$ cat src/rtl/lsu_pkg.sv
// Shared definitions for the load/store unit.
//   - Request op encodings (load/store).
//   - Memory mode pin encodings (read/write) used by the veda memory block.
//   - Sequencer state enum.
package lsu_pkg;

    localparam logic OP_LOAD    = 1'b0;
    localparam logic OP_STORE   = 1'b1;

    localparam logic MODE_READ  = 1'b1;
    localparam logic MODE_WRITE = 1'b0;

    typedef enum logic [1:0] {
        IDLE  = 2'd0,
        ISSUE = 2'd1,
        WAIT  = 2'd2,
        RESP  = 2'd3
    } lsu_state_e;

endpackage

$ cat src/rtl/load_store_unit_sat_counter.sv
// Saturating up-counter used for the load/store/error statistics.
// Ports:
//   clk, reset : clock and asynchronous active-high reset
//   inc        : count one event this cycle
//   count      : current value, sticks at all-ones instead of wrapping
module sat_counter #(
    parameter int W = 16
) (
    input  logic         clk,
    input  logic         reset,
    input  logic         inc,
    output logic [W-1:0] count
);

    logic [W-1:0] cnt_q;
    logic [W-1:0] cnt_d;

    always_comb begin
        cnt_d = cnt_q;
        if (inc && (cnt_q != {W{1'b1}})) begin
            cnt_d = cnt_q + W'(1);
        end
    end

    always_ff @(posedge clk or posedge reset) begin
        if (reset) begin
            cnt_q <= '0;
        end else begin
            cnt_q <= cnt_d;
        end
    end

    assign count = cnt_q;

endmodule

$ cat src/rtl/load_store_unit.sv
// Load/store sequencer sitting directly in front of the veda data memory.
// Accepts one request at a time, range-checks the word address, drives the
// memory pins from registers, captures synchronous read data and returns one
// tagged response per request.
// Ports:
//   clk, reset                      : clock, asynchronous active-high reset
//   req_valid/req_ready             : request handshake from execute
//   req_op/req_addr/req_wdata/req_rd: request payload (0=load, 1=store)
//   rsp_valid/rsp_ready             : response handshake to writeback
//   rsp_data/rsp_rd/rsp_err         : response payload
//   mem_wdata/mem_raddr/mem_waddr   : memory data/address pins
//   mem_mode/mem_write              : memory mode (1=read) and write enable
//   mem_rdata                       : memory read data, valid one edge after
//                                     the read address is presented
//   busy                            : sequencer not idle
//   load_cnt/store_cnt/err_cnt      : saturating statistics counters
module load_store_unit
    import lsu_pkg::*;
#(
    parameter int WIDTH = 32,
    parameter int DEPTH = 32,
    parameter int LEN   = 32,
    parameter int CNT_W = 16
) (
    input  logic             clk,
    input  logic             reset,
    input  logic             req_valid,
    output logic             req_ready,
    input  logic             req_op,
    input  logic [LEN-1:0]   req_addr,
    input  logic [WIDTH-1:0] req_wdata,
    input  logic [4:0]       req_rd,
    output logic             rsp_valid,
    input  logic             rsp_ready,
    output logic [WIDTH-1:0] rsp_data,
    output logic [4:0]       rsp_rd,
    output logic             rsp_err,
    output logic [WIDTH-1:0] mem_wdata,
    output logic [LEN-1:0]   mem_raddr,
    output logic [LEN-1:0]   mem_waddr,
    output logic             mem_mode,
    output logic             mem_write,
    input  logic [WIDTH-1:0] mem_rdata,
    output logic             busy,
    output logic [CNT_W-1:0] load_cnt,
    output logic [CNT_W-1:0] store_cnt,
    output logic [CNT_W-1:0] err_cnt
);

    // One extra bit so the bound check never truncates the address or DEPTH.
    localparam logic [LEN:0] DEPTH_X = (LEN+1)'(DEPTH);

    lsu_state_e       state_q,     state_d;
    logic             op_q,        op_d;
    logic [WIDTH-1:0] wdata_q,     wdata_d;
    logic             rsp_valid_q, rsp_valid_d;
    logic [WIDTH-1:0] rsp_data_q,  rsp_data_d;
    logic [4:0]       rsp_rd_q,    rsp_rd_d;
    logic             rsp_err_q,   rsp_err_d;
    logic [WIDTH-1:0] mem_wdata_q, mem_wdata_d;
    logic [LEN-1:0]   mem_raddr_q, mem_raddr_d;
    logic [LEN-1:0]   mem_waddr_q, mem_waddr_d;
    logic             mem_mode_q,  mem_mode_d;
    logic             mem_write_q, mem_write_d;

    logic             req_err;
    logic             load_inc;
    logic             store_inc;
    logic             err_inc;

    assign req_err = ({1'b0, req_addr} >= DEPTH_X);

    always_comb begin
        state_d     = state_q;
        op_d        = op_q;
        wdata_d     = wdata_q;
        rsp_valid_d = rsp_valid_q;
        rsp_data_d  = rsp_data_q;
        rsp_rd_d    = rsp_rd_q;
        rsp_err_d   = rsp_err_q;
        mem_wdata_d = mem_wdata_q;
        mem_raddr_d = mem_raddr_q;
        mem_waddr_d = mem_waddr_q;
        mem_mode_d  = mem_mode_q;
        mem_write_d = mem_write_q;
        load_inc    = 1'b0;
        store_inc   = 1'b0;
        err_inc     = 1'b0;

        case (state_q)
            IDLE: begin
                if (req_valid) begin
                    op_d      = req_op;
                    wdata_d   = req_wdata;
                    rsp_rd_d  = req_rd;
                    rsp_err_d = req_err;
                    if (req_err) begin
                        // Out-of-range requests never touch the memory pins.
                        state_d     = RESP;
                        rsp_valid_d = 1'b1;
                        rsp_data_d  = '0;
                        err_inc     = 1'b1;
                    end else begin
                        state_d     = ISSUE;
                        mem_raddr_d = req_addr;
                        if (req_op == OP_STORE) begin
                            mem_mode_d  = MODE_WRITE;
                            mem_write_d = 1'b1;
                            mem_waddr_d = req_addr;
                            mem_wdata_d = req_wdata;
                        end else begin
                            mem_mode_d  = MODE_READ;
                            mem_write_d = 1'b0;
                        end
                    end
                end
            end
            ISSUE: begin
                // Pins drop back to idle at the edge that commits the access.
                mem_mode_d  = MODE_READ;
                mem_write_d = 1'b0;
                mem_raddr_d = '0;
                mem_waddr_d = '0;
                mem_wdata_d = '0;
                if (op_q == OP_STORE) begin
                    state_d     = RESP;
                    rsp_valid_d = 1'b1;
                    rsp_data_d  = wdata_q;
                    store_inc   = 1'b1;
                end else begin
                    state_d = WAIT;
                end
            end
            WAIT: begin
                state_d     = RESP;
                rsp_valid_d = 1'b1;
                rsp_data_d  = mem_rdata;
                load_inc    = 1'b1;
            end
            RESP: begin
                if (rsp_ready) begin
                    state_d     = IDLE;
                    rsp_valid_d = 1'b0;
                end
            end
            default: begin
                state_d = IDLE;
            end
        endcase
    end

    always_ff @(posedge clk or posedge reset) begin
        if (reset) begin
            state_q     <= IDLE;
            op_q        <= OP_LOAD;
            wdata_q     <= '0;
            rsp_valid_q <= 1'b0;
            rsp_data_q  <= '0;
            rsp_rd_q    <= '0;
            rsp_err_q   <= 1'b0;
            mem_wdata_q <= '0;
            mem_raddr_q <= '0;
            mem_waddr_q <= '0;
            mem_mode_q  <= MODE_READ;
            mem_write_q <= 1'b0;
        end else begin
            state_q     <= state_d;
            op_q        <= op_d;
            wdata_q     <= wdata_d;
            rsp_valid_q <= rsp_valid_d;
            rsp_data_q  <= rsp_data_d;
            rsp_rd_q    <= rsp_rd_d;
            rsp_err_q   <= rsp_err_d;
            mem_wdata_q <= mem_wdata_d;
            mem_raddr_q <= mem_raddr_d;
            mem_waddr_q <= mem_waddr_d;
            mem_mode_q  <= mem_mode_d;
            mem_write_q <= mem_write_d;
        end
    end

    sat_counter #(.W(CNT_W)) u_load_cnt (
        .clk   (clk),
        .reset (reset),
        .inc   (load_inc),
        .count (load_cnt)
    );

    sat_counter #(.W(CNT_W)) u_store_cnt (
        .clk   (clk),
        .reset (reset),
        .inc   (store_inc),
        .count (store_cnt)
    );

    sat_counter #(.W(CNT_W)) u_err_cnt (
        .clk   (clk),
        .reset (reset),
        .inc   (err_inc),
        .count (err_cnt)
    );

    assign req_ready = (state_q == IDLE);
    assign busy      = (state_q != IDLE);
    assign rsp_valid = rsp_valid_q;
    assign rsp_data  = rsp_data_q;
    assign rsp_rd    = rsp_rd_q;
    assign rsp_err   = rsp_err_q;
    assign mem_wdata = mem_wdata_q;
    assign mem_raddr = mem_raddr_q;
    assign mem_waddr = mem_waddr_q;
    assign mem_mode  = mem_mode_q;
    assign mem_write = mem_write_q;

endmodule

$ cat config.mk
export PLATFORM = sky130hd
export DESIGN_NAME = load_store_unit
export DESIGN_NICKNAME = d
export VERILOG_FILES = /design/src/rtl/lsu_pkg.sv /design/src/rtl/load_store_unit_sat_counter.sv /design/src/rtl/load_store_unit.sv
export SDC_FILE = /design/constraint.sdc
export NUM_CORES = 1
export LEC_CHECK = 0
export ABC_AREA = 1
export CAP_MARGIN = 30
export CORE_MARGIN = 4
export CORE_UTILIZATION = 40
export DETAILED_ROUTE_END_ITERATION = 8
export PLACE_DENSITY = 0.69
export SYNTH_ARGS = -nofsm -noshare
export SYNTH_HDL_FRONTEND = slang
export SYNTH_SLANG_ARGS = --single-unit
$ cat constraint.sdc
create_clock -name clk -period 9.1 [get_ports clk]
set_input_delay 1.82 -clock clk [delete_from_list [all_inputs] [get_ports clk]]
set_output_delay 1.82 -clock clk [all_outputs]
set_load 0.02 [all_outputs]
; Yosys cells after proc, flatten, opt, wreduce, memory -nomap -nowiden
; Cells that the tools add are included.
[totals]
regBits = 220
latch_bits = 0
ram_bits = 0
mem_bits_ro = 0
n_memories = 0
[op_classes]
add_sub_neg = 3
n_mul = 0
div_mod_pow = 0
n_lt_le_gt_ge = 1
n_eq_ne = 12
shifts = 0
mux = 39
bitwise_logic = 0
reduce_logical = 13
[ops]
columns = cell, count
row1 = two-way mux 32 bit, 11
row2 = one-hot mux 32 bit (2 select lines), 3
row3 = one-hot mux 32 bit (3 select lines), 1
row4 = "adder 16 x 1 -> 16 bit, second input constant", 3
row5 = "inequality test 16 bit, second input constant", 3
row6 = ">= comparator 32 x 6 -> 1 bit, second input constant", 1
row7 = two-way mux 1 bit, 17
row8 = AND reduction 4 bit, 3
row9 = "inequality test 2 bit, second input constant", 4
row10 = one-hot mux 2 bit (4 select lines), 1
row11 = two-way mux 2 bit, 3
row12 = "equality test 2 bit, second input constant", 2
row13 = "inequality test 2 x 1 -> 1 bit, second input constant", 2
row14 = one-hot mux 1 bit (2 select lines), 2
row15 = one-hot mux 1 bit (4 select lines), 1
row16 = AND reduction 2 bit, 2
row17 = nonzero test 2 bit, 2
row18 = logical AND 1 bit, 3
row19 = AND reduction 3 bit, 1
row20 = nonzero test 3 bit, 1
row21 = "equality test 2 x 1 -> 1 bit, second input constant", 1
row22 = zero test 2 bit, 1

; Depth between registers and ports, before layout
[logic_depth]
depth_word = 5
depth_mapped = 11
depth_no_buf = 10

; By module
; A second synthesis with hierarchy kept.
[unflattened]
hier_cells = 1311
hier_area_um2 = 10436.3
[modules_own_cells]
columns = mod, instances, cells_per_inst, area_each_um2
row1 = load_store_unit, 1, 863, 7293.2
row2 = sat_counter at u_err_cnt ..., 2, 150, 1069.8
row3 = sat_counter at u_store_cnt, 1, 148, 1003.5

; Worst setup path before layout
; Ideal clock, no wire load.
[synth_path]
path_type = input to register
startpoint = in req_addr[7]
endpoint = reg mem_wdata_q[10], in the netlist mem_wdata[10]
t_arrival_ns = 2.757
setup_slack_ns = 6.222
path_stages = 9
path_cell_list = nor2_1 > nand2_1 > nand3b_1 > nor2_4 > nand2_2 > buf_6 > buf_6 > nand3_1 > o21ai_1
[synth_between]
elab_chain_len = 3
[synth_lines]
columns = item, line
row1 = from (decl), load_store_unit.sv:30  ; input logic [LEN-1:0] req_addr,
row2 = >= comparator 32 x 6 -> 1 bit, load_store_unit.sv:71  ; assign req_err = ({1'b0, req_addr} >= DEPTH_X);
row3 = inequality test 2 bit (no line), --
row4 = AND reduction 4 bit (no line), --
row5 = to (signal assigned), load_store_unit.sv:174  ; mem_wdata_q <= mem_wdata_d;
row6 = to (decl), load_store_unit.sv:60  ; logic [WIDTH-1:0] mem_wdata_q, mem_wdata_d;
; No other way between the ends.
; A chain may end at the register's enable or synchronous reset.

; Worst setup path after layout
[layout_path]
startpoint = in req_valid
endpoint = reg mem_waddr_q[2], in the netlist mem_waddr[2]
[layout_between]
elab_chain_len = 2
[layout_lines]
columns = item, line
row1 = from (decl), load_store_unit.sv:27  ; input logic req_valid,
row2 = inequality test 2 bit (no line), --
row3 = AND reduction 4 bit (no line), --
row4 = to (signal assigned), load_store_unit.sv:176  ; mem_waddr_q <= mem_waddr_d;
row5 = to (decl), load_store_unit.sv:62  ; logic [LEN-1:0] mem_waddr_q, mem_waddr_d;
; No other way between the ends.

==> metrics.md <==
| Metric | Value |
|---|---|
| Outcome | completed |
| Tcrit/Tclk final | approximately 47% |
| Setup-failing EPs final | 0 |
| Total grt overflow | 0 |
| Area grow syn2layout | 38.9% |
| Max-slew headroom | between 30% and 40% |
| Initial antenna violation count | 1 |
| Detailed Place HPWL | ~21 mm |
| DRC | 0 |
| Max incr delay on CP | about 0.57 ns |
| I/O Pins | approximately 290 |
| Post-CTS Setup Bufs | 0 |
| Number of flops mapped to enable cells by yosys | 0 |
| CTS tree | done |
| Initial Util | between 40% and 50% |
| Final antenna-violating net count | 0 |
| Worst ir drop on vdd | between 0.15 and 0.2 mV |
| Worst EP required | approximately 9.5 ns |
| Synth top area share | a little over half |
| Vias in the first global route | around 8700 |
| CORE AREA | 24500 sq um |
| # rows | 57 |
| Primary FF master, synth | dfrtp_1 |
| H-tree levels | 1 |
| Post-Route Utilization | 56.8% |
| Routed len/inst | approximately 16 um |
| Layout cells sized above 1 | about 5.0% |
| Die H | ~170 um |
| Cell taking the most area after synthesis | dfrtp_1 |
| Synthesized flop and latch total | 220 |
| First-pass GRT wire length | roughly 47 mm |
| F_max | 232 MHz |
| Hold worst-path end | rsp_data[30] |
| Num CTS Buffers | 25 |
| DR vias | ~9000 |
| Post-synth top cells | nand2_1 (353), dfrtp_1 (219), inv_1 (145) |
| Post-synthesis cell type count | 32 |
| Count leader, synth | nand2_1 |
| Die width | approximately 170 um |
| Hold Path Origin | rsp_data[30] |
| DR iter-0 viols | about 670 |
| Die ar. | ~28000 sq um |
| CP bufs+invs | 4 |
| Post-CTS Hold Fix Bufs | 0 |
| Post-place instance area | 13100 sq um |
| CP startpoint kind | input port |
| Hold Crit Depth | 2 |
| Seq/Total Area, Yosys | a little over half |
| Final Hold Fails | 0 |
| Worst EP arrival | about 4.7 ns |
| Final #Nets | about 1600 |
| Design Area, Final | ~14000 sq um |
| Max-cap viol count | 0 |
| Cell Count, Final, Fillers Out | ~1800 |
| Kind of critical path | in2reg |
| Hold/Removal Path Class | reg2reg |
| Setup WS pre-CTS | about 4.3 ns |
| Clk_lat worst skew | 0.51 ns |
| Worst reg2reg path endpoint | mem_waddr[2] |
| Reg2Reg Depth | 11 |
| Crit path cell chain | clkdlybuf4s50_1 -> nand2_2 -> buf_4 -> clkinv_4 -> nand2_1 -> inv_2 -> nand2_2 -> nand2_2 -> nand2_1 -> nand2_1 |
| Min cycle time layout | ~4.3 ns |
| Clock Skew | ~0.008 ns |
| Max FO, Critical Path | ~70 |
| Synth async-reset ratio | 100% |
| Longest Clk Path Bufs | 3 |
| Root buffer cell | clkbuf_16 |
| YS warnings | 0 |
| Placed Cells | 1777 |
| Final Slew Violations | 0 |
| Setup ws final | between 4 and 5 ns |
| Final GP Congestion | around 0.9 |
| Cell area power density | 254 nW/um^2 |
| Largest net degree at the start of global routing | 113 |
| Worst Max-Slew Pin Slew | 0.995 ns |
| Syn Inst Count | approximately 1200 |
| Tot GR Track Use | between 20% and 30% |
| FF-to-FF Start | state_q[0] |
| Syn_area_per_cell | 8.32 sq um |
| Port Buffer Count | between 200 and 300 |
| Netlist area before placement | 10000 sq um |
| Clk slew on worst S/H paths | about 0.06 ns |
| Vias per cell | between 4 and 5 |
| Slowest cell on crit path | nand2_2 |
| Reg2reg setup slack | 5.71 ns |
| Clk sinks | 220 |
| Post-Route WL | 29.0 mm |
| Setup TNS | 0 ns |
| Top cells by area, synth | dfrtp_1 (55%), nand2_1 (13%), inv_1 (5.4%), nor2_1 (4.4%), nand3_1 (4.1%) |
| Lkg Pwr | 6.50 nW |
| RSZ-0062 raised after global routing | no |
| Post-Syn Nets | around 1300 |
| Top delay family on crit path | simple AND/OR/NAND/NOR gates |
| Pre-antenna DRT Iters | 5 |
| Quantity of gates resized following cts | 0 |
| CP endpoint kind | register |
==> worst max-delay path by stage <==
stage / start / to / slack [ns] / cells past startpoint
2_1_floorplan: reset / mem_raddr[0] / 1.26 / 1
5_1_grt: req_valid / mem_waddr[3] / 4.51 / 10
6_report: req_valid / mem_waddr[2] / 4.79 / 10
3_3_place_gp: req_valid / mem_waddr[0] / 4.32 / 10
3_5_place_dp: req_valid / mem_waddr[2] / 4.26 / 10
4_1_cts: req_valid / mem_waddr[2] / 4.80 / 10
==> registers in the layout (all words and copies together), names as in the netlist <==
name,count
mem_mode,1
mem_raddr,32
mem_waddr,32
mem_wdata,32
mem_write,1
op_q,1
rsp_data,32
rsp_err,1
rsp_rd,5
rsp_valid,1
state_q,2
u_err_cnt.count,16
u_load_cnt.count,16
u_store_cnt.count,16
wdata_q,32
==> metrics by stage <==
stage,hold WS [ns],power [mW]
2_1_floorplan,0.453,2.10
3_3_place_gp,0.455,2.54
3_5_place_dp,0.459,2.57
4_1_cts,0.474,3.58
5_1_grt,0.505,3.77
6_report,0.469,3.54
==> placed cells by master, fill, tap and decap left out, types with 3 or more instances in the layout <==
cell / Yosys / layout
o21ai_0: 49 / 49
nand4_1: 37 / 37
o21ai_1: 29 / 29
nor2_2: 3 / 3
buf_4: 2 / 8
nor3_1: 11 / 11
clkinvlp_4: 0 / 5
nor2_1: 119 / 119
nand3_1: 83 / 83
nand2_2: 5 / 6
nand3_2: 3 / 3
inv_2: 4 / 4
nand3b_1: 3 / 3
ha_1: 7 / 6
xor2_1: 25 / 25
clkdlybuf4s50_1: 0 / 292
clkbuf_16: 0 / 25
clkbuf_1: 24 / 7
xnor2_1: 12 / 12
o21ai_2: 4 / 4
clkbuf_8: 0 / 3
dfrtp_1: 219 / 219
inv_1: 145 / 144
nand2_1: 353 / 352
a21oi_1: 34 / 34
==> kinds of logic (layout without fill, tap and decap cells) <==
logic type / Yosys count / after routing / synth area share, %
flip-flops: 220 / 220 / 54.9
buffers and inverters: 203 / 496 / 8.80
adder cells (fa/ha/maj): 7 / 7 / 0.872
XOR/XNOR: 37 / 37 / 3.23
other: 0 / 1 / 0
AND/OR/NAND/NOR: 623 / 623 / 26.3
AO/OA/AOI/OAI: 116 / 116 / 5.93
==> tightest hold or removal path: stages (launching register included) <==
cell,delay [ns]
dfrtp_1,0.34
nand2_1,0.05
nand2_1,0.04
==> where the power goes <==
group / internal, mW / leakage, nW / total [mW] / switching (mW)
combinational: 0.449 / 3.15 / 1.22 / 0.774
clock: 0.591 / 0.383 / 0.997 / 0.406
sequential: 1.18 / 2.97 / 1.32 / 0.146
total: 2.21 / 6.50 / 3.54 / 1.33
==> layout make-up <==
| class | instances | area [sq um] |
|---|---|---|
| timing repair buffer | 300 | 2980 |
| clock inverter | 11 | 125 |
| antenna | 1 | 2.50 |
| sequential | 220 | 5510 |
| tap | 324 | 405 |
| clock buffer | 35 | 693 |
| multi-input combinational | 783 | 3650 |
| fill | 2291 | 10600 |
| inverter | 150 | 576 |
==> layer usage <==
metal  track usage [%]  routed length [um]  up-vias
li1                  -                   -     4320
met1              27.1               12200     4105
met4              5.44                 767        0
met5                 0                   0        -
met2              33.5               13700      292
met3              5.55                2380       49
No activity file was read; power rests on OpenSTA's default activity.
